===== src/rtl/fb_scanout.sv =====
// fb_scanout: streams a 1-bpp framebuffer out of memory as a pixel stream.
// Requests walk the frame word by word, responses land in a 2-entry FIFO,
// and the head word is shifted out one pixel per handshake, LSB first.
module fb_scanout #(
  parameter int unsigned FB_WIDTH  = 64,
  parameter int unsigned FB_HEIGHT = 64,
  parameter logic [31:0] FB_BASE   = 32'h0000_2000,
  localparam int unsigned XW = (FB_WIDTH  > 1) ? $clog2(FB_WIDTH)  : 1,
  localparam int unsigned YW = (FB_HEIGHT > 1) ? $clog2(FB_HEIGHT) : 1
) (
  input  logic          clk,
  input  logic          rst,
  input  logic          start,
  output logic          busy,
  output logic          done,
  output logic          rd_req_valid,
  input  logic          rd_req_ready,
  output logic [31:0]   rd_req_addr,
  input  logic          rd_resp_valid,
  input  logic [31:0]   rd_resp_data,
  output logic          pix_valid,
  input  logic          pix_ready,
  output logic          pix_data,
  output logic [XW-1:0] pix_x,
  output logic [YW-1:0] pix_y,
  output logic          pix_sof,
  output logic          pix_eol
);

  localparam int unsigned   NREQ     = FB_WIDTH * FB_HEIGHT / 32;
  localparam int unsigned   RW       = (NREQ > 1) ? $clog2(NREQ) : 1;
  localparam logic [RW-1:0] LAST_REQ = RW'(NREQ - 1);
  localparam logic [XW-1:0] X_LAST   = XW'(FB_WIDTH - 1);
  localparam logic [YW-1:0] Y_LAST   = YW'(FB_HEIGHT - 1);

  typedef enum logic [1:0] {
    IDLE,
    SCAN,
    DRAIN
  } state_e;

  state_e        state_q, state_d;
  logic [RW-1:0] req_idx_q, req_idx_d;
  logic [1:0]    out_q, out_d;
  logic [31:0]   fifo_q [2];
  logic [31:0]   fifo_d [2];
  logic          wr_ptr_q, wr_ptr_d;
  logic          rd_ptr_q, rd_ptr_d;
  logic [1:0]    cnt_q, cnt_d;
  logic [XW-1:0] x_q, x_d;
  logic [YW-1:0] y_q, y_d;
  logic          done_q, done_d;

  logic          req_fire;
  logic          resp_acc;
  logic          pix_fire;
  logic          pop;
  logic          last_req;
  logic          last_pix;
  logic [31:0]   head;

  // State register
  always_ff @(posedge clk) begin
    if (rst) begin
      state_q <= IDLE;
    end else begin
      state_q <= state_d;
    end
  end

  // Next-state logic
  always_comb begin
    state_d = state_q;
    unique case (state_q)
      IDLE:    if (start) state_d = SCAN;
      SCAN:    if (req_fire && last_req) state_d = DRAIN;
      DRAIN:   if (last_pix) state_d = IDLE;
      default: state_d = IDLE;
    endcase
  end

  // Outputs; the request gate counts FIFO words plus requests in flight,
  // which never exceeds the two FIFO slots
  always_comb begin
    busy         = (state_q != IDLE);
    done         = done_q;
    rd_req_valid = (state_q == SCAN) && ((3'(cnt_q) + 3'(out_q)) < 3'd2);
    rd_req_addr  = FB_BASE + (32'(req_idx_q) << 2);
    head         = fifo_q[rd_ptr_q];
    pix_valid    = (cnt_q != '0);
    pix_data     = pix_valid & head[x_q[4:0]];
    pix_x        = x_q;
    pix_y        = y_q;
    pix_sof      = pix_valid && (x_q == '0) && (y_q == '0);
    pix_eol      = pix_valid && (x_q == X_LAST);
  end

  // Request/response bookkeeping, FIFO and pixel counters
  always_comb begin
    req_fire  = rd_req_valid && rd_req_ready;
    resp_acc  = rd_resp_valid && (out_q != '0);
    pix_fire  = pix_valid && pix_ready;
    pop       = pix_fire && (x_q[4:0] == 5'd31);
    last_req  = (req_idx_q == LAST_REQ);
    last_pix  = pix_fire && (x_q == X_LAST) && (y_q == Y_LAST);

    req_idx_d = req_idx_q;
    if (req_fire) begin
      req_idx_d = last_req ? '0 : req_idx_q + RW'(1);
    end

    out_d    = out_q + 2'(req_fire) - 2'(resp_acc);

    fifo_d   = fifo_q;
    wr_ptr_d = wr_ptr_q;
    rd_ptr_d = rd_ptr_q;
    if (resp_acc) begin
      fifo_d[wr_ptr_q] = rd_resp_data;
      wr_ptr_d         = ~wr_ptr_q;
    end
    if (pop) begin
      rd_ptr_d = ~rd_ptr_q;
    end
    cnt_d = cnt_q + 2'(resp_acc) - 2'(pop);

    x_d = x_q;
    y_d = y_q;
    if (pix_fire) begin
      if (x_q == X_LAST) begin
        x_d = '0;
        y_d = (y_q == Y_LAST) ? '0 : y_q + YW'(1);
      end else begin
        x_d = x_q + XW'(1);
      end
    end

    done_d = last_pix && (state_q == DRAIN);
  end

  // Datapath registers
  always_ff @(posedge clk) begin
    if (rst) begin
      req_idx_q <= '0;
      out_q     <= '0;
      for (int unsigned i = 0; i < 2; i++) begin
        fifo_q[i] <= '0;
      end
      wr_ptr_q  <= 1'b0;
      rd_ptr_q  <= 1'b0;
      cnt_q     <= '0;
      x_q       <= '0;
      y_q       <= '0;
      done_q    <= 1'b0;
    end else begin
      req_idx_q <= req_idx_d;
      out_q     <= out_d;
      fifo_q    <= fifo_d;
      wr_ptr_q  <= wr_ptr_d;
      rd_ptr_q  <= rd_ptr_d;
      cnt_q     <= cnt_d;
      x_q       <= x_d;
      y_q       <= y_d;
      done_q    <= done_d;
    end
  end

endmodule


===== config.mk =====
export PLATFORM = sky130hd
export DESIGN_NAME = fb_scanout
export DESIGN_NICKNAME = d
export VERILOG_FILES = /design/src/rtl/fb_scanout.sv
export SDC_FILE = /design/constraint.sdc
export NUM_CORES = 1
export LEC_CHECK = 0
export ABC_AREA = 1
export BUFFER_PORTS_ARGS = -buffer_cell sky130_fd_sc_hd__buf_2
export CAP_MARGIN = 30
export CORE_MARGIN = 4
export CORE_UTILIZATION = 55
export CTS_CLUSTER_DIAMETER = 40
export DETAILED_ROUTE_END_ITERATION = 6
export PLACE_DENSITY = 0.8
export SYNTH_ARGS = -nofsm -noshare
export SYNTH_HDL_FRONTEND = slang
export SYNTH_SLANG_ARGS = --single-unit

===== constraint.sdc =====
create_clock -name clk -period 2.8 [get_ports clk]
set_input_delay 0.14 -clock clk [delete_from_list [all_inputs] [get_ports clk]]
set_output_delay 0.14 -clock clk [all_outputs]
set_load 0.01 [all_outputs]

==> results of run 1 <==
==> layout make-up <==
class                      instances  area, µm²
tap                              102      127.6
inverter                          94      352.8
multi-input combinational        406       2071
sequential                        92       1842
fill                             740       2902
clock buffer                      12      145.1
clock inverter                     4      25.02
timing repair buffer              72      382.9
==> cells in the mapped netlist, types with 6 or more instances <==
cell	n	area share [%]
nand3_1	61	6.8
buf_2	16	1.8
nor2_1	26	2.2
dfxtp_1	92	41
ha_1	10	2.8
nand2_1	96	8.0
buf_4	27	4.5
a21oi_1	76	8.4
clkbuf_1	13	1.1
o21ai_0	69	7.6
inv_1	88	7.3
xor2_1	6	1.2
==> registers in the layout, indices dropped and copies added (netlist names) <==
signal	flops
rd_ptr_q	1
pix_y	6
pix_x	6
done	1
fifo_q	64
req_idx_q	7
state_q	2
cnt_q	2
out_q	2
wr_ptr_q	1
==> critical path, delay by kind of cell, from the launching register on <==
kind | cells | cell delay [ns]
buffers and inverters | 2 | 0.12
and+or+nand+nor | 3 | 0.44
AOI/OAI and AO/OA | 2 | 0.23
DFF | 1 | 0.38
adders and majority gates | 3 | 0.90
xor gates and xnor gates | 1 | 0.18
==> per-stage QoR <==
step                      hold WS, ns  setup slack (ns)
after CTS                     0.05791            0.4874
after global routing          0.06221            0.2861
after floorplan                0.2095            0.5600
final                         0.06483            0.4828
after global placement         0.4071            0.5514
after detailed placement       0.4260            0.5102
==> path summary, 6_finish.rpt <==
check	depth (start not counted)	slack [ns]	to	startpoint
worst max-delay path	11	0.48	out_q[1]$_SDFF_PP0_	out_q[0]$_SDFF_PP0_
worst min-delay path	2	0.06	state_q[0]$_SDFFE_PP0P_	start
worst max register to register	11	0.48	out_q[1]$_SDFF_PP0_	out_q[0]$_SDFF_PP0_
worst min register to register	2	0.45	fifo_q[0]$_SDFFE_PP0P_	fifo_q[0]$_SDFFE_PP0P_
==> logic make-up (layout without fill, tap and decap cells) <==
logic type / count (synthesis) / in the layout / synth area share, %
xor gates and xnor gates: 7 / 7 / 1.358
DFF: 92 / 92 / 40.80
other: 2 / 25 / 0.1664
AOI/OAI and AO/OA: 154 / 154 / 17.63
adders and majority gates: 11 / 11 / 3.215
and+or+nand+nor: 209 / 209 / 21.59
buffers and inverters: 151 / 182 / 15.24
==> power by group <==
part           total [mW]  leakage [nW]  internal [mW]  switching (mW)
Clock               0.798        0.0824          0.345           0.453
Sequential           1.60         0.746           1.53          0.0768
Combinational       0.929          1.39          0.320           0.609
Total                3.33          2.22           2.19            1.14
==> layer usage <==
layer  GRT usage [%]  vias to the layer above  share of wire, %
met5               0                        -                 0
met4           7.248                        0               1.4
met3           2.972                       15               5.7
met2           35.88                      113                50
met1           27.52                     1839                43
li1                -                     2057                 -
==> key figures, run 1 <==
Status
  • Status: finished, final reports clean

Die
  • Initial Util: 57.53%
  • FP Rows: 32
  • Ports: 89
  • Width of the die: 98.60 µm
  • Die height: 98.60 µm
  • Die Area: 9721 µm²
  • Core Area: 7848 µm²

Synthesis
  • Sequential share of the synthesized area: 40.80%
  • Mapped Cells: 626
  • Number of library cell types mapped by synthesis: 38
  • Share of synthesized registers carrying an async set or reset: 0%
  • Post-Synthesis Cell Area: 4514 µm²
  • YS warnings: 0
  • Most used DFF post-synth: dfxtp_1
  • Avg Synthesized Cell Area: 7.211 µm²
  • Synth Register Bits: 92
  • Post-synth EDFFs: 0

Timing
  • Max_slew headroom: 40.69%
  • Setup TNS: 0 ns
  • Minimum clock period: 2.317 ns
  • Hold Fails Final Rpt: 0
  • Actual slew at the worst max-slew pin: 0.8842 ns
  • Unrepaired setup endpoints after global routing: no
  • Max Slew Vio Count: 0
  • Worst Skew: 0.01046 ns
  • Setup violators final: 0
  • Fin crit share: 82.76%
  • Peak Freq: 0.4315 GHz

GRT
  • Total congestion overflow: 0
  • First-pass GRT wire length: 17220 µm
  • Initial antenna violation count: 0
  • Overall routing resource usage: 21.11%
  • Vias in the first global route: 3740
  • Pin count of the biggest net entering global routing: 62

Finish
  • Fin nets: 724
  • Finished Core Util: 63.03%
  • Layout Cells excl Fill: 782
  • Share of layout cells above drive strength 1: 15.59%
  • Commonest non-fill, non-tap cell in the layout: nand2_1
  • Diodes inserted: 0
  • Most frequent cells in the layout: 96 x nand2_1, 92 x dfxtp_1, 88 x inv_1
  • Area Growth Syn to Fin: 9.562%
  • Final Cell Area: 4946 µm²

Critical path
  • CP startpoint kind: register
  • Critical path class: reg -> reg
  • CP cell instances: nand2_1 -> inv_1 -> fa_1 -> nor3_4 -> nand2_4 -> ha_1 -> inv_1 -> ha_1 -> xor2_1 -> o21ai_0 -> a21oi_1
  • Setup crit end kind: register
  • Crit-path max FO: 8
  • Largest stage delay, worst path: 0.45 ns
  • Highest-delay cell along the critical path: fa_1
  • Worst Path Arrival: 2.59 ns
  • CP required: 3.07 ns

Run
  • Max_cap viols: 0

Pwr
  • Maximum vdd drop: 0.0003100 V
  • Total power: 3.329 mW
  • Pwr Density: 673.1 nW/µm²
  • P_leak: 2.218 nW

Clock tree
  • TritonCTS clock tree: done
  • Post-cts gate resize count: 0
  • Clk sinks: 92
  • Clk_lat worst skew: 0.35 ns
  • Clock transition at path regs: 0.09 ns
  • # hold bufs at CTS: 0
  • Root Buffer: clkbuf_8
  • TritonCTS Buffers: 9
  • Bufs on Longest Clock Path: 2
  • Setup Buffers After CTS: 0
  • CTS HTree Levels: 3

Routing
  • Drt via density: 5.146
  • WL final: 10210 µm
  • Per-cell routed wire length: 13.05 µm
  • Initial DRC count: 191
  • Drt first pass iters: 5
  • Post-route ant nets: 0
  • Via count: 4024
  • Remaining DRCs: 0

Placement
  • Gpl congestion: 0.8395
  • Final HPWL DP: 7022 µm
  • IO Port Bufs: 63
  • DP Area: 4776 µm²
  • Placed Cells: 766

Min path
  • Worst Hold Class: in -> reg
(Power assumes the default switching activity.)
==> inputs of run 2 (changes only) <==
--- a/config.mk
+++ b/config.mk
@@ -9,10 +9,10 @@
 export BUFFER_PORTS_ARGS = -buffer_cell sky130_fd_sc_hd__buf_2
 export CAP_MARGIN = 30
 export CORE_MARGIN = 4
-export CORE_UTILIZATION = 55
+export CORE_UTILIZATION = 50
 export CTS_CLUSTER_DIAMETER = 40
 export DETAILED_ROUTE_END_ITERATION = 6
-export PLACE_DENSITY = 0.8
+export PLACE_DENSITY = 0.76
 export SYNTH_ARGS = -nofsm -noshare
 export SYNTH_HDL_FRONTEND = slang
 export SYNTH_SLANG_ARGS = --single-unit
==> constraint.sdc (replaced) <==
create_clock -name clk -period 2 [get_ports clk]
set_input_delay 0.1 -clock clk [delete_from_list [all_inputs] [get_ports clk]]
set_output_delay 0.1 -clock clk [all_outputs]
set_load 0.01 [all_outputs]
==> run 2 against run 1 <==
Against the previous run: the flow now finishes with violations (negative setup slack); worst setup slack lost 0.56 ns; via count increased by 4.7%; sequential share of layout area shrank 3.6 points; wire length rose by 14%; combinational power up 71%; global-route usage is 0.17 points higher; clock skew is 0.0031 ns lower; critical path depth unchanged; die area rose by 9.2%; design area up 12%.
==> key figures, run 2 (synthesis gave the netlist of run 1 again) <==
Status
  • Status: complete, but fails checks
  • Failing checks: negative setup slack

Routing
  • Initial DRC count: 269 (+41%)
  • Remaining DRCs: 0 (unchanged)
  • Post-route ant nets: 0 (unchanged)
  • WL final: 11600 µm (+14%)
  • Drt via density: 5.222 (+1.5%)
  • Via count: 4214 (+4.7%)
  • Per-cell routed wire length: 14.37 µm (+10%)
  • Drt first pass iters: 5 (unchanged)

Timing
  • Peak Freq: 0.4816 GHz (+12%)
  • Hold Fails Final Rpt: 0 (unchanged)
  • Setup violators final: 1 (+1)
  • Minimum clock period: 2.076 ns (-0.2408 ns)
  • Setup slack after layout: -0.07646 ns (-0.5592 ns)
  • Max Slew Vio Count: 0 (unchanged)
  • Worst Skew: 0.007381 ns (-0.003079 ns)
  • Fin crit share: 103.8% (+21 points)
  • Unrepaired setup endpoints after global routing: yes
  • Final hold slack: 0.02472 ns (-0.04011 ns)

Die
  • FP Rows: 34 (+6.3%)
  • Core Area: 8763 µm² (+12%)
  • Die height: 103.0 µm (+4.5%)
  • Initial Util: 51.51% (-6.0 points)
  • Width of the die: 103.0 µm (+4.5%)
  • Ports: 89 (unchanged)
  • Die Area: 10610 µm² (+9.2%)

Finish
  • Share of layout cells above drive strength 1: 22.32% (+6.7 points)
  • Fin nets: 745 (+2.9%)
  • Commonest non-fill, non-tap cell in the layout: nand2_1
  • Largest regs: fifo_q: 64 flops, req_idx_q: 7 flops
  • Area Growth Syn to Fin: 22.17%
  • Most frequent cells in the layout: 91 x nand2_1, 86 x dfxtp_1, 82 x inv_1
  • Max reg flops: 64 (unchanged)
  • Layout Cells excl Fill: 807 (+3.2%)
  • Diodes inserted: 0 (unchanged)
  • Largest Register: fifo_q
  • Finished Core Util: 62.94% (-0.091 points)

Critical path
  • Setup crit end kind: register
  • CP required: 2.24 ns (-0.83 ns)
  • Critical path class: reg -> reg
  • Worst Path Arrival: 2.32 ns (-0.27 ns)
  • CP startpoint kind: register
  • CP cell instances: nand2_2 -> inv_2 -> fa_1 -> nor3_4 -> nand2_4 -> ha_4 -> inv_2 -> ha_4 -> xor2_2 -> o21ai_1 -> a21oi_1
  • Crit-path max FO: 2 (-6)
  • Highest-delay cell along the critical path: fa_1
  • Largest stage delay, worst path: 0.48 ns (+0.03 ns)

GRT
  • GR Util met2: 36.46% (+0.58 points)
  • Met3 usage: 6.022% (+3.0 points)
  • Pin count of the biggest net entering global routing: 65 (+4.8%)
  • Initial antenna violation count: 0 (unchanged)
  • Most Used Layer, Global Route: met2
  • Total congestion overflow: 0 (unchanged)
  • Vias in the first global route: 3999 (+6.9%)
  • Global Route met1 Usage: 26.62% (-0.90 points)
  • First-pass GRT wire length: 18210 µm (+5.8%)
  • Overall routing resource usage: 21.28% (+0.17 points)

Placement
  • IO Port Bufs: 63 (unchanged)
  • Gpl congestion: 0.8067 (-3.9%)
  • Final HPWL DP: 7254 µm (+3.3%)
  • Placed Cells: 783 (+2.2%)

Pwr
  • Maximum vdd drop: 0.0007325 V (+140%)
  • P_leak: 2.453 nW (+11%)
  • Switching share of total power: 30.84% (-3.3 points)
  • Clock power frac: 30.6% (+6.6 points)
  • Flop pwr share: 40.6% (-7.5 points)
  • Gate power share: 28.7% (+0.8 points)
  • Power Internal: 3.833 mW (+75%)
  • Pwr Density: 1005 nW/µm² (+49%)
  • Switching power: 1.709 mW (+50%)

Clock tree
  • Clk sinks: 92 (unchanged)
  • Clock transition at path regs: 0.09 ns (about the same)
  • TritonCTS Buffers: 9 (unchanged)
  • CTS HTree Levels: 3 (unchanged)
  • Clk_lat worst skew: 0.35 ns (about the same)
  • Root Buffer: clkbuf_8
  • TritonCTS clock tree: done
  • Bufs on Longest Clock Path: 2 (unchanged)

Run
  • Max_cap viols: 0 (unchanged)

Min path
  • Worst Hold Class: in -> reg
==> run 2: changes by cell type in the layout (fill, tap and decap cells not counted), moves of 3 or more <==
cell | previous run | this run
nand2_2 | 5 | 10
dfxtp_2 | 0 | 4
ha_4 | 0 | 4
dfxtp_1 | 92 | 86
inv_2 | 4 | 7
nor2_1 | 26 | 22
clkbuf_16 | 0 | 4
buf_4 | 9 | 18
nand2_1 | 96 | 91
bufinv_16 | 0 | 5
inv_1 | 88 | 82
buf_12 | 0 | 5
ha_1 | 10 | 4
==> run 2: worst max-delay path: cells and delay by family (launching register included) <==
family                   cells  cell delay, ns
AO/OA/AOI/OAI                2            0.18
buffers and inverters        2            0.07
adder cells (fa/ha/maj)      3            0.90
XOR/XNOR                     1            0.14
AND/OR/NAND/NOR              3            0.34
flip-flops                   1            0.33
==> run 2: per-stage QoR <==
step / setup WS, ns / TNS, ns / power, mW / area (µm²)
floorplan: -0.1267 / -0.1267 / 3.304 / 4617
global placement: -0.01935 / -0.01935 / 3.625 / 4920
detailed placement: -0.1347 / -0.2120 / 3.694 / 4920
CTS: -0.1663 / -0.1663 / 5.459 / 5296
global route: -0.1550 / -0.2094 / 5.854 / 5515
finish: -0.07646 / -0.07646 / 5.542 / 5515
==> run 2: cell type report <==
class	instances	area [µm²]
Clock buffer	9	123.9
Clock inverter	5	150.1
Fill cell	771	3248
Inverter	94	371.6
Multi-Input combinational cell	406	2191
Sequential cell	92	1854
Tap cell	108	135.1
Timing Repair Buffer	92	681.9
Timing Repair inverter	1	7.507
==> run 2: final timing paths <==
path	startpoint	end	slack, ns	cells after the start
setup / recovery	out_q[0]$_SDFF_PP0_	out_q[1]$_SDFF_PP0_	-0.08	11
hold / removal	rd_resp_data[4]	fifo_q[36]$_SDFFE_PP0P_	0.02	3
setup reg to reg	out_q[0]$_SDFF_PP0_	out_q[1]$_SDFF_PP0_	-0.08	11
hold reg to reg	fifo_q[5]$_SDFFE_PP0P_	fifo_q[5]$_SDFFE_PP0P_	0.46	2
==> run 2: what timing repair did <==
| item | CTS | global route |
|---|---|---|
| setup endpoints to repair | 8 | 13 |
| buffers inserted | 3 | 1 |
| endpoints found under the hold margin | 1 | 0 |
| gates cloned | 1 | 4 |
| pin swaps | 8 | 7 |
| resized for setup | 18 | 32 |
| hold buffers | 1 | 0 |
==> run 2: power by group through the flow <==
stage | clock network, mW | logic [mW] | registers (mW)
2_1_floorplan | 0 | 1.03 | 2.27
3_3_place_gp | 0 | 1.36 | 2.26
5_1_grt | 1.79 | 1.78 | 2.28
4_1_cts | 1.72 | 1.50 | 2.24
6_report | 1.70 | 1.59 | 2.25
3_5_place_dp | 0 | 1.42 | 2.28
==> run 2: layer usage <==
layer	part of all wire [%]	vias to the layer above	wire, µm
met2	49	166	5696
li1	-	2103	-
met4	1.1	0	126
met5	0	-	0
met1	42	1930	4821
met3	8.2	15	953
